File: src/rtl/pipeline_ctrl.sv
// pipeline_ctrl: hazard and trap sequencer for the 3-stage RV32I core.
// Generates hold/flush controls, PC redirects and trap CSR strobes from
// ID/EX status and the external interrupt line.
module pipeline_ctrl #(
  parameter logic [3:0] IRQ_CAUSE   = 4'd11,
  parameter logic [3:0] IRQ_HOLDOFF = 4'd2
) (
  input  logic        i_clk,
  input  logic        i_rst,
  input  logic [4:0]  i_reg_src1_addr,
  input  logic [4:0]  i_reg_src2_addr,
  input  logic        i_id_valid,
  input  logic        i_exception_id,
  input  logic [3:0]  i_exception_cause_id,
  input  logic        i_mret_id,
  input  logic [31:0] i_instruction_addr_id,
  input  logic        i_ram_load_access_ex,
  input  logic [4:0]  i_rd_ex,
  input  logic        i_bus_ready,
  input  logic        i_jump_ex,
  input  logic [31:0] i_jump_addr_ex,
  input  logic        i_irq,
  input  logic [31:0] i_mtvec,
  input  logic [31:0] i_mepc,
  output logic        o_hold_pc,
  output logic        o_hold_if_id,
  output logic        o_flush_if_id,
  output logic        o_flush_id_ex,
  output logic        o_pc_wen,
  output logic [31:0] o_pc_wdata,
  output logic        o_trap_wen,
  output logic [31:0] o_trap_mepc,
  output logic [31:0] o_trap_mcause,
  output logic        o_mret_wen
);

  typedef enum logic [1:0] {
    ST_RUN  = 2'd0,
    ST_TRAP = 2'd1,
    ST_MRET = 2'd2
  } state_t;

  state_t      r_state;
  state_t      w_next_state;
  logic [3:0]  r_holdoff;
  logic [31:0] r_mepc;
  logic [31:0] r_mcause;
  logic        w_capture;
  logic [31:0] w_cap_mepc;
  logic [31:0] w_cap_mcause;

  logic w_bus_stall;
  logic w_exc_take;
  logic w_irq_take;
  logic w_mret_take;
  logic w_load_use;

  assign w_bus_stall = i_ram_load_access_ex && !i_bus_ready;
  assign w_exc_take  = i_id_valid && i_exception_id;
  assign w_irq_take  = i_id_valid && i_irq && (r_holdoff == 4'd0);
  assign w_mret_take = i_id_valid && i_mret_id;
  assign w_load_use  = i_ram_load_access_ex && (i_rd_ex != 5'd0) &&
                       ((i_rd_ex == i_reg_src1_addr) || (i_rd_ex == i_reg_src2_addr));

  // Next-state and combinational pipeline controls; everything forced to 0 in reset.
  always_comb begin
    w_next_state  = r_state;
    w_capture     = 1'b0;
    w_cap_mepc    = 32'd0;
    w_cap_mcause  = 32'd0;
    o_hold_pc     = 1'b0;
    o_hold_if_id  = 1'b0;
    o_flush_if_id = 1'b0;
    o_flush_id_ex = 1'b0;
    o_pc_wen      = 1'b0;
    o_pc_wdata    = 32'd0;
    o_trap_wen    = 1'b0;
    o_trap_mepc   = 32'd0;
    o_trap_mcause = 32'd0;
    o_mret_wen    = 1'b0;
    if (i_rst) begin
      w_next_state = ST_RUN;
    end else begin
      case (r_state)
        ST_RUN: begin
          if (w_bus_stall) begin
            // EX stays put because ID/EX is not flushed while PC and IF/ID hold.
            o_hold_pc    = 1'b1;
            o_hold_if_id = 1'b1;
          end else if (i_jump_ex) begin
            // ID instruction is wrong-path: its exception/MRET/irq are dropped.
            o_pc_wen      = 1'b1;
            o_pc_wdata    = i_jump_addr_ex;
            o_flush_if_id = 1'b1;
            o_flush_id_ex = 1'b1;
          end else if (w_exc_take) begin
            w_capture     = 1'b1;
            w_cap_mepc    = i_instruction_addr_id;
            w_cap_mcause  = {1'b0, 27'd0, i_exception_cause_id};
            o_hold_pc     = 1'b1;
            o_hold_if_id  = 1'b1;
            o_flush_id_ex = 1'b1;
            w_next_state  = ST_TRAP;
          end else if (w_irq_take) begin
            w_capture     = 1'b1;
            w_cap_mepc    = i_instruction_addr_id;
            w_cap_mcause  = {1'b1, 27'd0, IRQ_CAUSE};
            o_hold_pc     = 1'b1;
            o_hold_if_id  = 1'b1;
            o_flush_id_ex = 1'b1;
            w_next_state  = ST_TRAP;
          end else if (w_mret_take) begin
            o_hold_pc     = 1'b1;
            o_hold_if_id  = 1'b1;
            o_flush_id_ex = 1'b1;
            w_next_state  = ST_MRET;
          end else if (w_load_use) begin
            o_hold_pc     = 1'b1;
            o_hold_if_id  = 1'b1;
            o_flush_id_ex = 1'b1;
          end else begin
            w_next_state = ST_RUN;
          end
        end
        ST_TRAP: begin
          o_trap_wen    = 1'b1;
          o_trap_mepc   = r_mepc;
          o_trap_mcause = r_mcause;
          o_pc_wen      = 1'b1;
          o_pc_wdata    = i_mtvec;
          o_flush_if_id = 1'b1;
          o_flush_id_ex = 1'b1;
          w_next_state  = ST_RUN;
        end
        ST_MRET: begin
          o_mret_wen    = 1'b1;
          o_pc_wen      = 1'b1;
          o_pc_wdata    = i_mepc;
          o_flush_if_id = 1'b1;
          o_flush_id_ex = 1'b1;
          w_next_state  = ST_RUN;
        end
        default: begin
          w_next_state = ST_RUN;
        end
      endcase
    end
  end

  // State register.
  always_ff @(posedge i_clk) begin
    if (i_rst) begin
      r_state <= ST_RUN;
    end else begin
      r_state <= w_next_state;
    end
  end

  // Trap cause/PC capture, updated only when entering TRAP.
  always_ff @(posedge i_clk) begin
    if (i_rst) begin
      r_mepc   <= 32'd0;
      r_mcause <= 32'd0;
    end else if (w_capture) begin
      r_mepc   <= w_cap_mepc;
      r_mcause <= w_cap_mcause;
    end else begin
      r_mepc   <= r_mepc;
      r_mcause <= r_mcause;
    end
  end

  // Interrupt hold-off: reloaded by TRAP/MRET, counts down to 0 in RUN.
  always_ff @(posedge i_clk) begin
    if (i_rst) begin
      r_holdoff <= 4'd0;
    end else begin
      case (r_state)
        ST_RUN:  r_holdoff <= (r_holdoff != 4'd0) ? (r_holdoff - 4'd1) : 4'd0;
        ST_TRAP: r_holdoff <= IRQ_HOLDOFF;
        ST_MRET: r_holdoff <= IRQ_HOLDOFF;
        default: r_holdoff <= 4'd0;
      endcase
    end
  end

endmodule

File: config.mk
export PLATFORM = sky130hd
export DESIGN_NAME = pipeline_ctrl
export DESIGN_NICKNAME = d
export VERILOG_FILES = /design/src/rtl/pipeline_ctrl.sv
export SDC_FILE = /design/constraint.sdc
export NUM_CORES = 1
export LEC_CHECK = 0
export BUFFER_PORTS_ARGS = -buffer_cell sky130_fd_sc_hd__buf_2
export CELL_PAD_IN_SITES_DETAIL_PLACEMENT = 1
export CELL_PAD_IN_SITES_GLOBAL_PLACEMENT = 1
export CORE_UTILIZATION = 24
export CTS_CLUSTER_DIAMETER = 150
export DETAILED_ROUTE_END_ITERATION = 10
export GPL_ROUTABILITY_DRIVEN = 0
export GPL_TIMING_DRIVEN = 1
export PLACE_DENSITY_LB_ADDON = 0.1
export SLEW_MARGIN = 20
export SYNTH_ARGS = -nofsm -noshare
export SYNTH_HDL_FRONTEND = slang
export SYNTH_SLANG_ARGS = --single-unit
File: constraint.sdc
create_clock -name i_clk -period 2.4 [get_ports i_clk]
set_input_delay 0.12 -clock i_clk [delete_from_list [all_inputs] [get_ports i_clk]]
set_output_delay 0.12 -clock i_clk [all_outputs]
set_load 0.03 [all_outputs]
==> flow_summary.yaml <==
status:
  run_status: "finished clean"
finish:
  drive_gt1_frac: 0.426
  final_common_cell: "buf_2"
  nFillCells: 1483
  nNetsFinal: 761
  antennaDiodeCount: 0
  synthToLayoutAreaGrowth_pct: 47.3
  most-common-layout-cells: "231 x buf_2, 74 x nand2_1, 43 x dfxtp_1"
  post-route-cell-area_um2: 4180
global_route:
  grt_pass1_wl_mm: 17.0
  grt.total_usage: 0.173
  vias_in_the_first_global_route: 3401
  antenna_found_initial: 0
  gr-total-overflow: 0
  grt_max_degree: 40
floorplanning:
  dieWidth_um: 111
  design.die.area_um2: 12300
  i_o_pin_count: 259
  rows: 39
  effective_utilization_at_floorplan: 0.247
  core-area_um2: 11500
  die_height_um: 111
yosys:
  post_synth_inst_count: 386
  synth.yosys.seq_area_share: 0.303
  async_s_r_ff_share_synth: 0
  yosysWarnings: 0
  ys_ff_latch: 43
  yosysTopAreaCellShare: 0.303
  synth_edf_count: 0
  dominantRegCellSynth: "dfxtp_1"
  synth_area_leader_cell: "dfxtp_1"
  postSynthAreaPerCell_um2: 7.35
  post_synth_num_cell_types: 33
  synth.top_cells.by_area: "dfxtp_1 30%, a222oi_1 11%, nand2_1 9.8%"
  mapped_area_um2: 2840
clock_tree:
  ctsLongestPathBuffers: 2
  cts.sinks: 43
  tritoncts.num_buffers: 5
  htreeDepth: 2
  clock_tree_from_tritoncts: "yes"
  cts.hold.buffers_added: 0
  ctsRootBufferMaster: "clkbuf_16"
  clkLatencyLatePin_ps: 280
  cts.clk_slew.worst_paths_ps: 60
  post-cts-setup-buffer-count: 0
worst_setup_path:
  critical_path_class: "flop to primary output"
  largest_stage_delay_worst_path_ps: 410
  critPathMaxFanout: 16
  critical_path.cell_chain: "inv_1 > ha_1 > and3_1 > buf_4 > a222oi_1 > nor2_1 > buf_2"
  worstSetupEndpointType: "primary output"
  timing.critical_path.slowest_stage_cell: "a222oi_1"
  cp_data_arrival_time_ps: 2050
  cp_data_required_time_ps: 2280
  critical_path_startpoint_category: "flop"
placed_design:
  dp_hpwl_mm: 8.89
  placed_area_um2: 4000
  dp_slack_ps: 342
  placement.io_buffers: 231
sta:
  fmaxAchievable_ghz: 0.460
  setup_ws_ps: 226
  final_max_slew_viol_count: 0
  period_minus_slack_ps: 2170
  fin_skew_ps: 5.99
  unrepaired_setup_endpoints_after_global_routing: "false"
  finalHoldViolations: 0
  totalNegativeSetupSlack_ps: 0
  report.final.setup_viol: 0
  post-route-period-util: 0.906
routing:
  routed_wirelength_mm: 11.1
  highest-signal-layer: "met4"
  route.met3.wl_um: 830
  routed_met2_length_mm: 5.59
  initialDrtViolationCount: 282
  post_drt_via_cell_ratio: 4.62
  vias: 3440
  drc: 0
  drt-met1-wl_mm: 4.54
  drtPass1Iterations: 8
  drtAntennaViolNets: 0
  routed_wire_per_std_cell_um: 15.0
power:
  power.ir.vdd_worst_mv: 0.367
  power_density_nw_per_um2: 590
  power.leakage_nw: 2.10
flow_run:
  drv.max_cap_violation_count: 0
min_path:
  hold_class: "input pin to flop"
-- layer usage --
layer	vias to the layer above	global-route usage
met3	6	0.0437
met5	-	0
met2	151	0.310
met1	1578	0.202
met4	0	0.0462
li1	1705	-
-- critical path: cells and delay by family, from the launching register on --
family	cells	cell delay, ps
AND/OR/NAND/NOR	2	270
buffers and inverters	3	490
AO/OA/AOI/OAI	1	410
adder cells (fa/ha/maj)	1	230
flip-flops	1	370
-- area by class of cell --
class,count,area [um2],share of cell area
Multi-Input combinational cell,302,1700,0.407
Timing Repair Buffer,242,1240,0.296
Sequential cell,43,861,0.206
Tap cell,143,179,0.0428
Clock buffer,6,139,0.0332
Clock inverter,2,38.8,0.00928
Inverter,6,22.5,0.00539
-- per-stage QoR --
stage	hold WS [ps]	util	power, mW	cells
finish	73.9	0.364	2.47	744
global route	75.6	0.364	2.62	744
CTS	67.7	0.364	2.51	744
detailed placement	371	0.349	1.69	736
global placement	361	0.349	1.67	736
floorplan	256	-	1.43	412
-- path summary, 6_finish.rpt --
check,slack [ps],from,depth (start not counted),end
max,230,r_state[0],7,o_pc_wdata[31]
min,70,i_instruction_addr_id[23],3,r_mepc[23]
max reg2reg,360,r_holdoff[0],7,r_mcause[0]
min reg2reg,440,r_holdoff[0],1,r_holdoff[0]
-- where the power goes --
group          internal, mW  total [mW]  switching, mW  leakage (nW)
combinational         0.327       0.850          0.524          1.66
sequential            0.782       0.816         0.0345         0.350
clock                 0.523       0.801          0.278        0.0875
-- synthesized netlist by cell type (2+ instances only) --
cell and instances:
buf_4 29, a211oi_1 3, buf_6 2, a21oi_1 39
nand2_1 74, a222oi_1 32, nor2_1 40, a31oi_1 3
nor2b_1 4, xnor2_1 12, nor3_1 3, ha_1 5
and2_1 38, nand3_1 5, clkbuf_1 27, inv_1 6
buf_2 3, dfxtp_1 43, o21bai_1 2, nand2b_1 3
-- repair_timing --
item	in CTS	in global routing
resized for setup	0	1
hold endpoints to repair	0	0
endpoints found under the setup margin	0	1
-- flip-flops by register name, summed over array words and instances (netlist names) --
signal     flops
r_mcause       5
r_mepc        32
r_state        2
r_holdoff      4
-- cell families after synthesis --
logic type,synth area share
AO/OA/AOI/OAI,0.221
XOR/XNOR,0.0371
adder cells (fa/ha/maj),0.0221
AND/OR/NAND/NOR,0.281
flip-flops,0.303
buffers and inverters,0.134
other,0.00132
(Power assumes the default switching activity.)
